**config.mk**
```make
export PLATFORM = sky130hd
export DESIGN_NAME = lmdpl_tablegen_array
export DESIGN_NICKNAME = d
export VERILOG_FILES = /design/src/rtl/lmdpl_tablegen_array.sv
export SDC_FILE = /design/constraint.sdc
export NUM_CORES = 1
export LEC_CHECK = 0
export ABC_AREA = 1
export CORE_AREA = 2 2 109 111
export DETAILED_ROUTE_END_ITERATION = 10
export DIE_AREA = 0 0 111 113
export GPL_ROUTABILITY_DRIVEN = 0
export PLACE_DENSITY = 0.86
export RECOVER_POWER = 50
export SYNTH_ARGS = -nofsm -noshare
export SYNTH_HDL_FRONTEND = slang
export SYNTH_SLANG_ARGS = --single-unit
export TNS_END_PERCENT = 5
```
**constraint.sdc**
```tcl
create_clock -name clk -period 3.6 [get_ports clk]
set_input_delay 0.54 -clock clk [delete_from_list [all_inputs] [get_ports clk]]
set_output_delay 0.54 -clock clk [all_outputs]
set_load 0.05 [all_outputs]
```
**src/rtl/lmdpl_tablegen_array.sv**
```systemverilog
// Selector-table generator for a bank of masked 2-input LMDPL gates: collects
// fresh masks, builds shadow tables, and swaps them into the active bank only during precharge.
module lmdpl_tablegen_array #(
  parameter int N_GATES = 4,
  parameter int MASK_W  = 4
) (
  input  logic                   clk,
  input  logic                   rst,
  input  logic                   mask_valid,
  input  logic [MASK_W-1:0]      mask_data,
  output logic                   mask_ready,
  input  logic [4*N_GATES-1:0]   tt,
  input  logic                   pre,
  input  logic                   flush,
  output logic [8*N_GATES-1:0]   t_out,
  output logic [3*N_GATES-1:0]   m_out,
  output logic                   t_valid,
  output logic [15:0]            swap_cnt,
  output logic [1:0]             state_dbg
);
  localparam int VW    = 3 * N_GATES;
  localparam int BEATS = VW / MASK_W;
  localparam int BW    = $clog2(BEATS + 1);
  localparam logic [BW-1:0] LAST_BEAT = BW'(BEATS - 1);

  // Mask stream handshake: a beat transfers on an edge where mask_valid and mask_ready are both high.
  typedef enum logic [1:0] {
    S_FILL = 2'd0,
    S_CALC = 2'd1,
    S_WAIT = 2'd2
  } state_e;

  state_e               state_q, state_d;
  logic [BW-1:0]        beat_q, beat_d;
  logic [VW-1:0]        vec_q, vec_d;
  logic [8*N_GATES-1:0] sh_t_q, sh_t_d;
  logic [VW-1:0]        sh_m_q, sh_m_d;
  logic [8*N_GATES-1:0] t_q, t_d;
  logic [VW-1:0]        m_q, m_d;
  logic                 valid_q, valid_d;
  logic [15:0]          cnt_q, cnt_d;

  // Entry j is the complemented gate output for masked inputs, re-masked by m_out and the j[2] rail.
  function automatic logic [7:0] gate_table(input logic [3:0] f, input logic [2:0] m);
    logic [7:0] t;
    logic       a, b;
    t = '0;
    for (int j = 0; j < 8; j++) begin
      a    = m[0] ^ j[0];
      b    = m[1] ^ j[1];
      t[j] = ~f[{b, a}] ^ m[2] ^ j[2];
    end
    return t;
  endfunction

  always_comb begin
    state_d    = state_q;
    beat_d     = beat_q;
    vec_d      = vec_q;
    sh_t_d     = sh_t_q;
    sh_m_d     = sh_m_q;
    t_d        = t_q;
    m_d        = m_q;
    valid_d    = valid_q;
    cnt_d      = cnt_q;
    mask_ready = (state_q == S_FILL);

    if (flush) begin
      state_d = S_FILL;
      beat_d  = '0;
      vec_d   = '0;
      sh_t_d  = '0;
      sh_m_d  = '0;
    end else begin
      unique case (state_q)
        S_FILL: begin
          if (mask_valid) begin
            for (int k = 0; k < BEATS; k++) begin
              if (beat_q == BW'(k)) vec_d[k*MASK_W +: MASK_W] = mask_data;
            end
            if (beat_q == LAST_BEAT) begin
              beat_d  = '0;
              state_d = S_CALC;
            end else begin
              beat_d = beat_q + 1'b1;
            end
          end
        end
        S_CALC: begin
          for (int g = 0; g < N_GATES; g++) begin
            sh_t_d[8*g +: 8] = gate_table(tt[4*g +: 4], vec_q[3*g +: 3]);
          end
          sh_m_d  = vec_q;
          state_d = S_WAIT;
        end
        S_WAIT: begin
          if (pre) begin
            t_d     = sh_t_q;
            m_d     = sh_m_q;
            valid_d = 1'b1;
            cnt_d   = cnt_q + 16'd1;
            state_d = S_FILL;
          end
        end
        default: state_d = S_FILL;
      endcase
    end
  end

  always_ff @(posedge clk or posedge rst) begin
    if (rst) begin
      state_q <= S_FILL;
      beat_q  <= '0;
      vec_q   <= '0;
      sh_t_q  <= '0;
      sh_m_q  <= '0;
      t_q     <= '0;
      m_q     <= '0;
      valid_q <= 1'b0;
      cnt_q   <= '0;
    end else begin
      state_q <= state_d;
      beat_q  <= beat_d;
      vec_q   <= vec_d;
      sh_t_q  <= sh_t_d;
      sh_m_q  <= sh_m_d;
      t_q     <= t_d;
      m_q     <= m_d;
      valid_q <= valid_d;
      cnt_q   <= cnt_d;
    end
  end

  assign t_out     = t_q;
  assign m_out     = m_q;
  assign t_valid   = valid_q;
  assign swap_cnt  = cnt_q;
  assign state_dbg = state_q;
endmodule
```
Word-level counts from Yosys, hierarchy flattened:

Index checks and enable logic that the tools add are counted.
Widths: inputs -> output; s select.

* register bits: 121
* word-level logic and storage cells: 158
* input port bits: 25

* eq/ne operators: 7
* muxes and demuxes: 51
* magnitude comparators: 16
* reductions and logical operators: 14
* add/sub/neg operators: 2
* bitwise logic cells: 57

Operators by type and width (count)
* $mux 32: 2
* $mux 12: 5
* $lt 2x3->1 const B: 16
* $not 1->1: 41
* $bmux 1 s2: 16
* $add 16x1->16 const B: 1
* $mux 1: 16
* $mux 2: 8
* $xor 1x1->1: 16
* $reduce_and 3->1: 5
* $mux 4: 3
* $reduce_bool 2->1: 6
* $pmux 2 s3: 1
* $eq 2x1->1 const B: 2
* $eq 2x2->1 const B: 2
* $logic_not 2->1: 2
* $ne 3x1->1 const B: 1
* $ne 3x2->1 const B: 1
* $ne 3x3->1 const B: 1
* $add 2x1->2 const B: 1
* $reduce_and 2->1: 1

Longest topological paths before layout:

* depth after elaboration: 8
* depth in mapped cells: 8
* depth with buffers taken out: 8

Least setup slack after synthesis:

Ideal clock, no wire load.

* kind: reg-to-reg
* start: reg state_q[0] (netlist: state_dbg[0])
* end: reg vec_q[1]
* cell stages (with the launch flop): 7
* arrival time: 1.768 ns
* data required time: 3.472 ns
* path slack: 1.704 ns
* clock period less this slack: 1.896 ns
* path through: dfrtp_1 > nor2_2 > nand2_1 > inv_1 > nand3_1 > nand2_1 > o21ai_0

* word-level cells in the longest chain between the ends: 3

RTL lines
* from (decl): line 33 `state_e state_q, state_d;`
* from (signal assigned): line 122 `state_q <= state_d;`
* $logic_not 2->1
* named net mask_ready: line 11 `output logic mask_ready,`
* $reduce_bool 2->1 (no line)
* $reduce_and 3->1 (no line)
* to (signal assigned): line 124 `vec_q <= vec_d;`
* to (decl): line 35 `logic [VW-1:0] vec_q, vec_d;`

The timed path passes the listed nets, and every way through them passes these cells.
A chain may end at the register's enable or synchronous reset.

Worst setup path in the final report:

* start: in flush
* end: reg t_q[2] (netlist: t_out[2])

* word-level cells in the longest chain between the ends: 2

RTL lines
* from (decl): line 14 `input logic flush,`
* $not 1->1 (no line)
* $reduce_and 3->1 (no line)
* to (signal assigned): line 127 `t_q <= t_d;`
* to (decl): line 38 `logic [8*N_GATES-1:0] t_q, t_d;`

No other way between the ends.

==> run metrics <==
status=finished, violations left; violated checks=max-capacitance violations, max-slew violations; CP Buf/Inv Count=2; Main synth FF type=dfrtp_1; drt total wl=12100 microns; DRT Pass-1 Iters=5; Die Width=111 microns; RSZ-0062 raised after global routing=no; Final Hold Viols=0; Yosys top cell by area=dfrtp_1; post-synth cell types=27; Post-synth top cells=248 x nand2_1, 121 x dfrtp_1, 66 x inv_1; Area contributors post-synth=dfrtp_1 57%, nand2_1 17%, o21ai_0 5.9%; crit path DAT=2.75 ns; yosys synthesis warning count=0; Non-Filler Instances=approximately 900; Initial DRC Count=313; core area=11300 sq um; combinational power share=10.4%; post_cts resized=0; Clock Pin Slew Worst Setup and Hold Paths=0.05 ns; Max Slew Vio Count=122; slowest stage cell, crit path=clkbuf_1; Max Fclk=0.395 GHz; worst skew pair latency=0.41 ns; PwrDens=approximately 490 nW/um^2; first-pass GRT wire length=20300 microns; Max H-tree Level=4; Root Driver=clkbuf_16; Reg area=3030 sq um; fin crit period=2.53 ns; initial antenna violation count=0; Die Y=113 microns; part of the cycle the worst path needs=70.4%; Post-DP HPWL=8440 microns; Reg power frac=42.5%; Multi-input gate area=1930 sq um; Syn Nets=669; final setup violation count=0; CTS tree=yes; Area Overhead vs Synth=27.9%; synthesized area=between 5000 and 6000 sq um; DR vias/cell=5.10; die area=between 10000 and 15000 sq um; FP Rows=39; Slew @ Worst Pin=1.60 ns; CP Max Fanout=38; largest net degree at the start of global routing=122; Final TNS setup=0 ns; Worst Hold Class=reg -> reg; CP required=3.82 ns; Leak Pwr=between 3 and 4 nW; total number of vias=4538; nets=760; Max clock buf depth=2; port bufs=88; WL/cell=~14 microns; # diodes=0; I/O pin cnt=89; post-CTS setup repair buffer count=0; slowest stage delay, CP=0.97 ns; Sw Ratio=25.0%; vias in the first global route=4286; Cell Chain, Critical Path=dlygate4sd3_1, nor2_1, nand2_2, clkbuf_1, o21ai_0; Total GRT Usage=20.0%; Final Skew=0.00817 ns; fillers=934; Yosys reg bits=121; Gate Count Post-Synth=643; TritonCTS buffer count=17; CP top delay family=buffers and inverters; CP Class=in -> reg; cts hold-fix bufs=0; Initial Utilization=47.5%; layout cells sized above 1=5.22%; CTS Sinks=121; number of synthesized flops with an enable pin=0; slew margin rel.=-6.57%; Synth async-reset ratio=100%; Post-DRT Antenna Nets=0; Placed Area=roughly 6300 sq um; Internal=0.00252 W; max-cap violations=1; Clock power frac=47.1%; post-route cell area=just under 7000 sq um; sw power=0.000839 W; number of remaining DRC errors=0; dpl cells=around 860; Worst setup EP type=register; sequential element share of the synthesized area=56.5%; Congestion Overflow GR=0; top cell type's share of synthesized area=56.5%; most common cell in the netlist=nand2_1; mean post-synth cell area=about 8.3 sq um; CP Launch Type=input pin; worst vdd ir=about 0.29 mV; Power Total=roughly 0.0034 W
-- layout by cell type (no fill, tap or decap), types with 2 or more instances in the layout --
master / netlist / layout
nand2_1: 248 / 248
dfrtp_1: 121 / 121
clkdlybuf4s50_1: 0 / 86
inv_1: 66 / 65
o21ai_0: 63 / 65
nand3_1: 57 / 57
clkbuf_16: 0 / 17
nor2_1: 13 / 16
o22ai_1: 12 / 12
o21ai_1: 9 / 8
clkbuf_1: 3 / 7
xor2_1: 6 / 6
xnor2_1: 5 / 5
clkinv_2: 0 / 5
inv_2: 3 / 3
nand2_2: 3 / 3
clkinvlp_4: 0 / 3
nand4_1: 3 / 3
nor2_4: 4 / 2
a21oi_1: 2 / 2
bufinv_16: 0 / 2
dlygate4sd3_1: 0 / 2
-- kinds of logic (layout without fill, tap and decap cells) --
kind of cell             count (synthesis)  count (layout)  synth area share [%]
buffers and inverters                   88             192                  6.98
adder cells (fa/ha/maj)                  1               1                 0.233
flip-flops                             121             121                  56.5
AO/OA/AOI/OAI                           88              88                  8.62
XOR/XNOR                                11              11                  1.80
AND/OR/NAND/NOR                        334             334                  25.9
-- flip-flops by register name (all words and copies together), names as in the netlist --
| register | cells |
|---|---|
| m_out | 12 |
| swap_cnt | 16 |
| beat_q | 2 |
| sh_t_q | 32 |
| vec_q | 12 |
| t_valid | 1 |
| sh_m_q | 12 |
| t_out | 32 |
| state_dbg | 2 |
-- final cells by class --
cell class	count	area share, %
Inverter	69	3.83
Timing Repair Buffer	91	13.1
Clock buffer	23	6.54
Multi-Input combinational cell	434	28.2
Sequential cell	121	44.2
Tap cell	143	2.61
Clock inverter	9	1.46
-- stage by stage --
step	hold WS, ns	utilization (%)	setup WS, ns
after floorplan	0.442	-	1.58
after global placement	0.462	56.3	1.12
after detailed placement	0.465	56.3	1.06
after CTS	0.479	61.1	1.23
after global routing	0.501	60.8	0.813
final	0.473	60.8	1.07
-- worst reg2reg max path, delay by kind of cell (launching register included) --
family	cells	cell delay, ns
buffers and inverters	2	1.06
and+or+nand+nor	2	0.14
DFF	1	0.40
AOI/OAI and AO/OA	1	0.26
-- power groups by stage --
stage / Clock, W / Sequential (W) / Combinational (W)
after floorplan: 0 / 0.00150 / 0.000174
after global placement: 0 / 0.00145 / 0.000341
after detailed placement: 0 / 0.00145 / 0.000349
after CTS: 0.00159 / 0.00142 / 0.000353
after global routing: 0.00166 / 0.00143 / 0.000387
final: 0.00158 / 0.00143 / 0.000349
-- final timing paths --
kind                         startpoint          end  slack [ns]  depth (start not counted)
max                               flush     t_out[2]        1.07                          5
min                            t_out[5]     t_out[5]        0.47                          2
max reg2reg                state_dbg[1]     t_out[2]        1.57                          5
min reg2reg                    t_out[5]     t_out[5]        0.47                          2
max in group asynchronous           rst     m_out[5]        1.40                          3
min in group asynchronous           rst  swap_cnt[2]        1.20                          3
-- per-layer routing --
metal	routed length, microns	share of wire, %	vias to the layer above	GRT usage, %
met5	0	0	-	0
met4	144	1.2	0	7.00
met3	701	5.8	17	5.20
met2	5740	48	140	31.9
met1	5490	45	2157	26.9
li1	-	-	2224	-
Note: power is estimated with default switching activity, not from simulation.
